$ cat src/rtl/serial_subtractor_pkg.sv
// Shared definitions for the bit-serial subtractor: FSM state encoding and
// the helper that sizes the bit counter.
package serial_subtractor_pkg;

  typedef enum logic [1:0] {
    IDLE  = 2'd0,
    SHIFT = 2'd1,
    DONE  = 2'd2
  } state_t;

  // Ceiling log2 for elaboration-time sizing (returns 0 for values <= 1).
  function automatic int clog2(input int value);
    int result;
    int rem;
    result = 0;
    rem    = value - 1;
    while (rem > 0) begin
      result = result + 1;
      rem    = rem >> 1;
    end
    return result;
  endfunction

  // The counter must reach WIDTH after the last bit, so it gets one extra bit.
  function automatic int count_width(input int width);
    return clog2(width) + 1;
  endfunction

endpackage

$ cat src/rtl/serial_subtractor_full_subtractor.sv
// One-bit full subtractor: d = x - y - bin, bout is the borrow into the next
// more significant bit.
module full_subtractor (
  input  logic x,
  input  logic y,
  input  logic bin,
  output logic d,
  output logic bout
);

  // Difference bit and borrow-out of a single bit position.
  always_comb begin
    d    = x ^ y ^ bin;
    bout = (~x & y) | (~(x ^ y) & bin);
  end

endmodule

$ cat src/rtl/serial_subtractor.sv
// Bit-serial subtractor: diff = a - b, one bit per clock, LSB first.
//
// Handshake: start is sampled only in IDLE; the edge that sees start=1 there
// captures a and b and enters SHIFT. busy is high for the WIDTH cycles spent in
// SHIFT. done is a single-cycle pulse in DONE, during which diff, borrow_out and
// overflow already hold the new result; those three outputs then hold until the
// next completion. start seen in SHIFT or DONE is dropped, never queued.
module serial_subtractor
  import serial_subtractor_pkg::*;
#(
  parameter int WIDTH = 8
) (
  input  logic             clk,
  input  logic             rst_n,
  input  logic             start,
  input  logic [WIDTH-1:0] a,
  input  logic [WIDTH-1:0] b,
  output logic             busy,
  output logic             done,
  output logic [WIDTH-1:0] diff,
  output logic             borrow_out,
  output logic             overflow,
  output state_t           fsm_state
);

  localparam int CNT_W = count_width(WIDTH);

  state_t             state_q;
  state_t             state_d;
  logic [WIDTH-1:0]   a_sr;
  logic [WIDTH-1:0]   b_sr;
  logic [WIDTH-2:0]   partial_q;   // result bits already produced
  logic               borrow_q;
  logic [CNT_W-1:0]   count_q;
  logic               a_msb_q;
  logic               b_msb_q;
  logic [WIDTH-1:0]   diff_q;
  logic               borrow_out_q;
  logic               overflow_q;

  logic               cell_d;
  logic               cell_bout;
  logic               last_bit;
  logic [WIDTH-1:0]   shifted;

  // Single datapath cell fed by the LSBs of the operand shift registers.
  full_subtractor u_cell (
    .x    (a_sr[0]),
    .y    (b_sr[0]),
    .bin  (borrow_q),
    .d    (cell_d),
    .bout (cell_bout)
  );

  // New bit enters at the MSB end; on the last bit this is the full result.
  assign shifted  = {cell_d, partial_q};
  assign last_bit = (count_q == CNT_W'(WIDTH - 1));

  // State register.
  always_ff @(posedge clk or negedge rst_n) begin
    if (!rst_n) begin
      state_q <= IDLE;
    end else begin
      state_q <= state_d;
    end
  end

  // Next-state logic.
  always_comb begin
    state_d = state_q;
    case (state_q)
      IDLE:    if (start) state_d = SHIFT;
      SHIFT:   if (last_bit) state_d = DONE;
      DONE:    state_d = IDLE;
      default: state_d = IDLE;
    endcase
  end

  // Operand capture, bit-serial shifting and result update on completion.
  always_ff @(posedge clk or negedge rst_n) begin
    if (!rst_n) begin
      a_sr         <= '0;
      b_sr         <= '0;
      partial_q    <= '0;
      borrow_q     <= 1'b0;
      count_q      <= '0;
      a_msb_q      <= 1'b0;
      b_msb_q      <= 1'b0;
      diff_q       <= '0;
      borrow_out_q <= 1'b0;
      overflow_q   <= 1'b0;
    end else begin
      case (state_q)
        IDLE: begin
          if (start) begin
            a_sr      <= a;
            b_sr      <= b;
            partial_q <= '0;
            borrow_q  <= 1'b0;
            count_q   <= '0;
            a_msb_q   <= a[WIDTH-1];
            b_msb_q   <= b[WIDTH-1];
          end
        end
        SHIFT: begin
          a_sr      <= a_sr >> 1;
          b_sr      <= b_sr >> 1;
          partial_q <= shifted[WIDTH-1:1];
          borrow_q  <= cell_bout;
          count_q   <= count_q + CNT_W'(1);
          if (last_bit) begin
            diff_q       <= shifted;
            borrow_out_q <= cell_bout;
            // Signed overflow: operand signs differ and the result sign
            // disagrees with the minuend.
            overflow_q   <= (a_msb_q != b_msb_q) && (cell_d != a_msb_q);
          end
        end
        default: ;
      endcase
    end
  end

  assign busy       = (state_q == SHIFT);
  assign done       = (state_q == DONE);
  assign diff       = diff_q;
  assign borrow_out = borrow_out_q;
  assign overflow   = overflow_q;
  assign fsm_state  = state_q;

endmodule

$ cat config.mk
export PLATFORM = sky130hd
export DESIGN_NAME = serial_subtractor
export DESIGN_NICKNAME = d
export VERILOG_FILES = /design/src/rtl/serial_subtractor_pkg.sv /design/src/rtl/serial_subtractor_full_subtractor.sv /design/src/rtl/serial_subtractor.sv
export SDC_FILE = /design/constraint.sdc
export NUM_CORES = 1
export LEC_CHECK = 0
export CAP_MARGIN = 20
export CORE_ASPECT_RATIO = 0.6
export CORE_MARGIN = 2
export CORE_UTILIZATION = 40
export CTS_CLUSTER_DIAMETER = 200
export DETAILED_ROUTE_END_ITERATION = 10
export GPL_TIMING_DRIVEN = 0
export PLACE_DENSITY = 0.73
export SYNTH_ARGS = -nofsm -noshare
export SYNTH_HDL_FRONTEND = slang
export SYNTH_SLANG_ARGS = --single-unit
$ cat constraint.sdc
create_clock -name clk -period 1.4 [get_ports clk]
set_input_delay 0.21 -clock clk [delete_from_list [all_inputs] [get_ports clk]]
set_output_delay 0.21 -clock clk [all_outputs]
set_load 0.005 [all_outputs]
## After elaboration in Yosys (flattened, before gate mapping)

Index checks and enable logic that the tools add are counted.

| operators by class | value |
|---|---|
| add/subtract/negate cells | 1 |
| eq/ne operators | 7 |
| multiplexer cells | 13 |
| bitwise gates (word level) | 7 |
| reduce and logical (&&, ||, !) cells | 7 |

Operator list:

| operator | count |
|---|---|
| one-hot mux 8 bit (2 select lines) | 2 |
| two-way mux 8 bit | 2 |
| one-hot mux 7 bit (2 select lines) | 1 |
| one-hot mux 4 bit (2 select lines) | 1 |
| AND reduction 2 bit | 4 |
| two-way mux 7 bit | 1 |
| adder 4 x 1 -> 4 bit (second input constant) | 1 |
| == test 4 x 3 -> 1 bit (second input constant) | 1 |
| two-way mux 2 bit | 2 |
| two-way mux 4 bit | 1 |
| one-hot mux 2 bit (2 select lines) | 1 |
| bitwise AND 1 bit | 2 |
| == test 2 x 1 -> 1 bit (second input constant) | 1 |
| == test 2 bit (second input constant) | 1 |
| zero test 2 bit | 1 |
| inequality test 1 bit | 2 |
| inequality test 2 x 1 -> 1 bit (second input constant) | 1 |
| inequality test 2 bit (second input constant) | 1 |
| NOT 1 bit | 2 |
| one-hot mux 1 bit (2 select lines) | 1 |
| nonzero test 2 bit | 1 |
| bitwise XOR 1 bit | 2 |
| logical AND 1 bit | 1 |
| two-way mux 1 bit | 1 |
| OR 1 bit | 1 |

| word-level totals | value |
|---|---|
| bits in registers | 42 |

## Logic depth before layout (Yosys ltp)

Gate-level depths: netlist of the first run.

| logic depth | value |
|---|---|
| depth after elaboration | 5 |
| depth in mapped cells | 5 |
| gate-level depth less buffers | 5 |

## Modules after synthesis

A second synthesis of the first run with hierarchy kept.

| second synthesis, totals | value |
|---|---|
| cell total of the unflattened synthesis | 166 |
| area, all modules | 1884.3 um2 |

By module, submodules not included:

| module | instances | cells each | area each (um2) | seq. area each (um2) |
|---|---|---|---|---|
| serial_subtractor | 1 | 162 | 1853.0 | 1051.0 |
| full_subtractor | 1 | 4 | 31.3 | 0.0 |

## Worst setup path after synthesis of the first run

Ideal clock, no wire load.

| path | value |
|---|---|
| kind | register to register |
| start point | register borrow_q |
| end point | register overflow_q (netlist: overflow) |
| data arrival time | 1.264 ns |
| slack | 0.011 ns |
| stages on the path, launching flop included | 6 |
| buffers on the path | 0 |
| period minus slack after synthesis | 1.389 ns |
| cell sequence | dfrtp_1 -> inv_1 -> fa_1 -> nand2_1 -> o22ai_1 -> mux2_2 |

| on the way | value |
|---|---|
| cells in the longest elaborated chain, start to end | 3 |

Ends and longest elaborated chain:

| element | RTL line | source |
|---|---|---|
| start, declared | serial_subtractor.sv:33 | `logic borrow_q;` |
| start signal, assigned | serial_subtractor.sv:109 | `borrow_q <= cell_bout;` |
| bitwise XOR 1 bit | serial_subtractor_full_subtractor.sv:13 | `d = x ^ y ^ bin;` |
| net cell_d | serial_subtractor.sv:41 | `logic cell_d;` |
| inequality test 1 bit | serial_subtractor.sv:116 | `overflow_q <= (a_msb_q != b_msb_q) && (cell_d != a_msb_q);` |
| logical AND 1 bit | serial_subtractor.sv:116 |  |
| end signal, assigned | serial_subtractor.sv:116 |  |
| end, declared | serial_subtractor.sv:39 | `logic overflow_q;` |

The timed path passes the listed nets, and every way through them passes these cells.
A chain may end at the register's enable or synchronous reset.

## Worst setup path in the final report of the first run

| path | value |
|---|---|
| start point | register state_q[1] (netlist: fsm_state[1]) |
| end point | register diff_q[5] (netlist: diff[5]) |

| on the way | value |
|---|---|
| cells in the longest elaborated chain, start to end | 2 |

Ends and longest elaborated chain:

| element | RTL line | source |
|---|---|---|
| start, declared | serial_subtractor.sv:28 | `state_t state_q;` |
| start signal, assigned | serial_subtractor.sv:64 | `state_q <= state_d;` |
| == test 2 x 1 -> 1 bit | serial_subtractor.sv:93 | `case (state_q)` |
| AND reduction 2 bit (no source line) | -- |  |
| end signal, assigned | serial_subtractor.sv:112 | `diff_q <= shifted;` |
| end, declared | serial_subtractor.sv:37 | `logic [WIDTH-1:0] diff_q;` |

No other way between the ends.

==> impl_metrics.ini, run 1 <==
[outcome]
status = finished, violations left
violations = negative setup slack

[global_routing]
grt_max_degree = 35
track_usage = 0.1702
antenna_found_initial = 0
grt_pass1_wl_um = 6437
grt_pass1_vias = 1307
grt_overflow = 0

[drt]
routed_wl_um = 4367
routedWlPerCell_um = 15.43
viasPerCell = 4.940
drt_first_pass_iters = 4
drt_iter0_markers = 72
drcViolationCount = 0
vias = 1398
ant_nets = 0

[logic_synthesis]
synth_seq_cells = 42
synth.distinct_cells = 24
synth_nets = 186
synth_mux_area_frac = 0.06894
yosysWarnings = 0
synthAdderAreaFrac = 0.01848
syn_area_per_cell_um2 = 10.67
synth_area_um2 = 1760
synth_seq_area_share = 0.5970
synthXorXnorAreaFrac = 0
synth_top_family_by_area = simple AND/OR/NAND/NOR gates
synth-compound-area-share = 0.07747
synthSimpleGateAreaFrac = 0.1940
syn_inst = 165

[timing]
worst_slack_ns = -0.1546
fmax_mhz = 643.2
setup_viol = 40
fin_crit_sh = 1.110
finalHoldViolations = 0
clock-skew-final_ns = 0.005420
rsz0062_at_grt = true
worst_pin_slew_ns = 0.5860
max_slew_margin = 0.6093
slew_viol_final = 0
fin_crit_ns = 1.555

[critical_path]
crit_type = reg2reg
cpPeakStageDelay_ns = 0.41
worstPathRequired_ns = 1.58
cp-end-kind = flop
worstSetupStartpointType = flop
crit_path_max_fanout = 5
path_common_cell = buf_6
cpMaxStageDelayCell = dfrtp_1
worstPathArrival_ns = 1.73
path_cells = nand2b_4 -> buf_6 -> nor3_4 -> buf_6 -> mux2_4

[clocking]
cts-root-buf = clkbuf_8
cts_tree = yes
cts_max_level = 2
path_clk_slew_ns = 0.08
clock_latency_ns = 0.29
cts_sinks = 42
clockBufferDepth = 2
cts_buffers = 5

[die]
dieArea_um2 = 4965
fp.dieH_um = 55.39
rows = 18
initial_utilization = 0.4225
die_w_um = 89.65
design.core.area_um2 = 4167
io_pins = 33

[placed_design]
dp_hpwl_um = 2479
place_congestion = 0.7368
port_buffers = 32
pre_cts_ws_ns = -0.3037

[layout]
most-common-layout-cells = dfrtp_1, nor2_1, nand2_1, clkdlybuf4s50_1, o22ai_2
nNetsFinal = 243
final_common_cell = dfrtp_1
areaGrowthSynthToFinish_pct = 55.44
utilization = 0.6568
drive_above_1_share = 0.3722
n_antenna_cell = 0

[power]
power_density_nw_per_um2 = 2162
ir_drop_mv = 0.8687
p_leak_nw = 1.285

[flow_run]
cap_violations = 0

[min_path]
hold_class = in2async
[power by group]
part / internal, mW / switching [mW]
clock network: 0.398 / 0.410
logic: 1.62 / 1.27
registers: 1.78 / 0.437
[flip-flops by register name, summed over array words and instances, names as in the netlist]
name	flops
a_msb_q	1
a_sr	8
b_msb_q	1
b_sr	8
borrow_out	1
borrow_q	1
count_q	4
diff	8
fsm_state	2
overflow	1
partial_q	7
[final cells by class]
cell class | instances | area, µm²
inverters | 4 | 17.52
fillers | 308 | 1430
multi-input cells | 110 | 859.6
well taps | 60 | 75.07
clock inverters | 1 | 5.005
repair buffers | 50 | 541.8
flip-flops and latches | 42 | 1052
clock buffers | 7 | 86.33
plain buffers | 9 | 98.84
[cells by family (layout without fill, tap and decap cells)]
family / Yosys count / count (layout)
muxes: 11 / 11
AOI/OAI and AO/OA: 22 / 22
DFF: 42 / 42
buffers and inverters: 13 / 71
and+or+nand+nor: 75 / 75
adders and majority gates: 2 / 2
[worst max-delay path: cells and delay by family, from the launching register on]
| family | cells | cell delay, ns |
|---|---|---|
| and+or+nand+nor | 2 | 0.42 |
| buffers and inverters | 2 | 0.32 |
| muxes | 1 | 0.30 |
| DFF | 1 | 0.41 |
[metal layers]
layer  routed length (µm)  vias to the layer above  global-route usage
met5                    0                        -                   0
met4                    0                        0             0.04051
met3                  229                        0             0.05830
met2                 1943                       31              0.2237
met1                 2194                      693              0.2664
li1                     -                      674                   -
[cell usage after synthesis, drive strengths merged]
cell,count,area [µm²]
a21o,1,7.510
a21oi,1,5.000
buf,8,58.80
clkbuf,1,3.750
dfrtp,42,1051
fa,1,20.02
ha,1,12.51
inv,4,15.01
mux2,9,101.4
mux2i,2,20.02
nand2,28,105.1
nand2b,2,20.02
nand3,12,60.06
nand4,1,6.260
nor2,27,101.4
nor2b,1,6.260
nor3,1,16.27
nor3b,2,15.01
o21ai,4,20.02
o21ba,1,10.01
o22ai,15,93.84
or3b,1,11.26
[per-stage QoR]
step	total power [mW]	std cells	setup TNS [ns]	instance area (µm²)	hold slack, ns
after floorplan	3.319	165	0	1760	-0.08559
after global placement	4.033	257	-46.32	2156	0.4768
after detailed placement	4.094	258	-6.448	2171	0.08005
after CTS	5.302	278	-0.6962	2439	0.2894
after global routing	6.323	283	-4.782	2736	0.3258
final	5.916	283	-2.591	2736	0.2907
[worst paths after layout]
| kind | startpoint | end | slack, ns | cells past startpoint |
|---|---|---|---|---|
| max | fsm_state[1] | diff[5] | -0.15 | 5 |
| min | rst_n | diff[1] | 0.29 | 2 |
| max reg2reg | fsm_state[1] | diff[5] | -0.15 | 5 |
| min reg2reg | overflow | overflow | 0.51 | 1 |
| max in group asynchronous | rst_n | fsm_state[0] | 0.66 | 3 |
| min in group clk | a[7] | a_sr[7] | 0.47 | 3 |
[repair_timing]
action,4_1_cts,5_1_grt
buffers inserted,10,2
gates resized for setup,35,52
endpoints found under the setup margin,12,41
cloned,1,3
pin swaps,4,40
hold endpoints to repair,8,0
hold buffers,1,0
No activity file was read; power rests on OpenSTA's default activity.
==> run 2: changes to the inputs <==
- CORE_UTILIZATION: 40 -> 32
- PLACE_DENSITY: 0.73 -> 0.62
==> impl_metrics.ini, run 2 (synthesis results as in run 1) <==
[critical_path]
reg2reg_to = diff[6]
r2r_start = fsm_state[1]
worstSetupStartpointType = flop
r2r_slack_ns = -0.12
cp-startpoint = fsm_state[1]
endpoint = diff[6]
cp-end-kind = flop
crit_type = reg2reg
r2r_cells = 5
worstPathArrival_ns = 1.70
worstPathRequired_ns = 1.58
crit_path_max_fanout = 5

[clocking]
cts_tree = yes
cts_buffers = 5
cts_max_level = 2
clockBufferDepth = 2
cts_sinks = 42
path_clk_slew_ns = 0.08
cts-root-buf = clkbuf_8
clock_latency_ns = 0.29

[timing]
setup_viol = 41
worst_slack_ns = -0.1204
worst_pin_slew_ns = 0.3315
fmax_mhz = 657.7
clock-skew-final_ns = 0.007167
fin_crit_sh = 1.086
fin_crit_ns = 1.520
finalHoldViolations = 0
max_slew_margin = 0.7781
rsz0062_at_grt = true
slew_viol_final = 0

[die]
die_w_um = 99.76
initial_utilization = 0.3399
io_pins = 33
design.core.area_um2 = 5180
rows = 20
dieArea_um2 = 6130
fp.dieH_um = 61.45

[global_routing]
grt_pass1_wl_um = 6803
grt_overflow = 0
antenna_found_initial = 0
grt_max_degree = 34
track_usage = 0.1508
grt_pass1_vias = 1262

[drt]
routed_wl_um = 4470
drt_first_pass_iters = 4
routedWlPerCell_um = 15.26
drt_iter0_markers = 100
viasPerCell = 4.881
drcViolationCount = 0
vias = 1430
ant_nets = 0

[layout]
drive_above_1_share = 0.3040
nNetsFinal = 247
most-common-layout-cells = dfrtp_1, nor2_1, nand2_1, clkdlybuf4s50_1, buf_4
instances_no_fill = 293
final_common_cell = dfrtp_1
areaGrowthSynthToFinish_pct = 51.39
n_antenna_cell = 0
utilization = 0.5145

[power]
p_leak_nw = 1.288
ir_drop_mv = 0.8717
power_density_nw_per_um2 = 2187

[min_path]
hold_class = in2async

[outcome]
status = finished, violations left
violations = negative setup slack

[flow_run]
cap_violations = 0

[placed_design]
port_buffers = 32
dp_hpwl_um = 2709
place_congestion = 0.7187
placed_cells_incl_taps = 264
==> run 2: where the power goes <==
group          total, mW  internal (mW)  leakage [nW]  switching (mW)
Combinational       2.72           1.54         0.733            1.18
Sequential          2.17           1.78         0.503           0.386
Clock              0.943          0.534        0.0524           0.409
==> run 2: worst max-delay path, cell delays in order (launching register included) <==
cell and delay [ns]:
dfrtp_1 0.39, nand2b_4 0.15, buf_6 0.12, nor3_4 0.25, buf_6 0.19, mux2_4 0.30
==> run 2: repair_timing <==
item,CTS,global route
hold buffers,1,0
endpoints found under the hold margin,9,0
pin swaps,2,2
setup endpoints to repair,12,47
gates cloned,1,2
resized for setup,28,32
buffers inserted,10,7
==> run 2: cell type report <==
class | instances | area [µm²]
Tap cell | 66 | 82.58
Inverter | 4 | 17.52
Multi-Input combinational cell | 110 | 763.2
Clock inverter | 1 | 30.03
Sequential cell | 42 | 1052
Buffer | 9 | 86.33
Timing Repair Buffer | 54 | 556.8
Fill cell | 457 | 2515
Clock buffer | 7 | 76.32
==> run 2: per-stage QoR <==
step / worst slack [ns] / total power, mW / TNS, ns / hold slack [ns] / instance area, µm²
after detailed placement: -0.2754 / 4.131 / -6.611 / 0.1060 / 2178
after CTS: -0.1021 / 5.420 / -1.120 / 0.3208 / 2439
after global placement: -1.011 / 4.071 / -48.44 / 0.4775 / 2163
after global routing: -0.1695 / 6.241 / -4.570 / 0.3141 / 2665
final: -0.1204 / 5.828 / -2.729 / 0.3175 / 2665
after floorplan: 0.01139 / 3.319 / 0 / -0.08559 / 1760
==> run 2: worst min-delay path by stage <==
stage	start	slack (ns)	end	cells past startpoint
floorplan	rst_n	-0.09	a_msb_q	0
global placement	b_sr[4]	0.48	b_sr[4]	2
detailed placement	rst_n	0.11	diff[0]	1
CTS	rst_n	0.32	diff[0]	2
global route	rst_n	0.31	diff[0]	2
finish	rst_n	0.32	diff[0]	2
==> run 2: layer usage <==
layer  up-vias  routed length [µm]  track usage
met5         -                   0            0
met4         0                  23      0.04697
met3         3                 214      0.04313
met2        34                1770       0.1921
met1       710                2461       0.2400
li1        683                   -            -
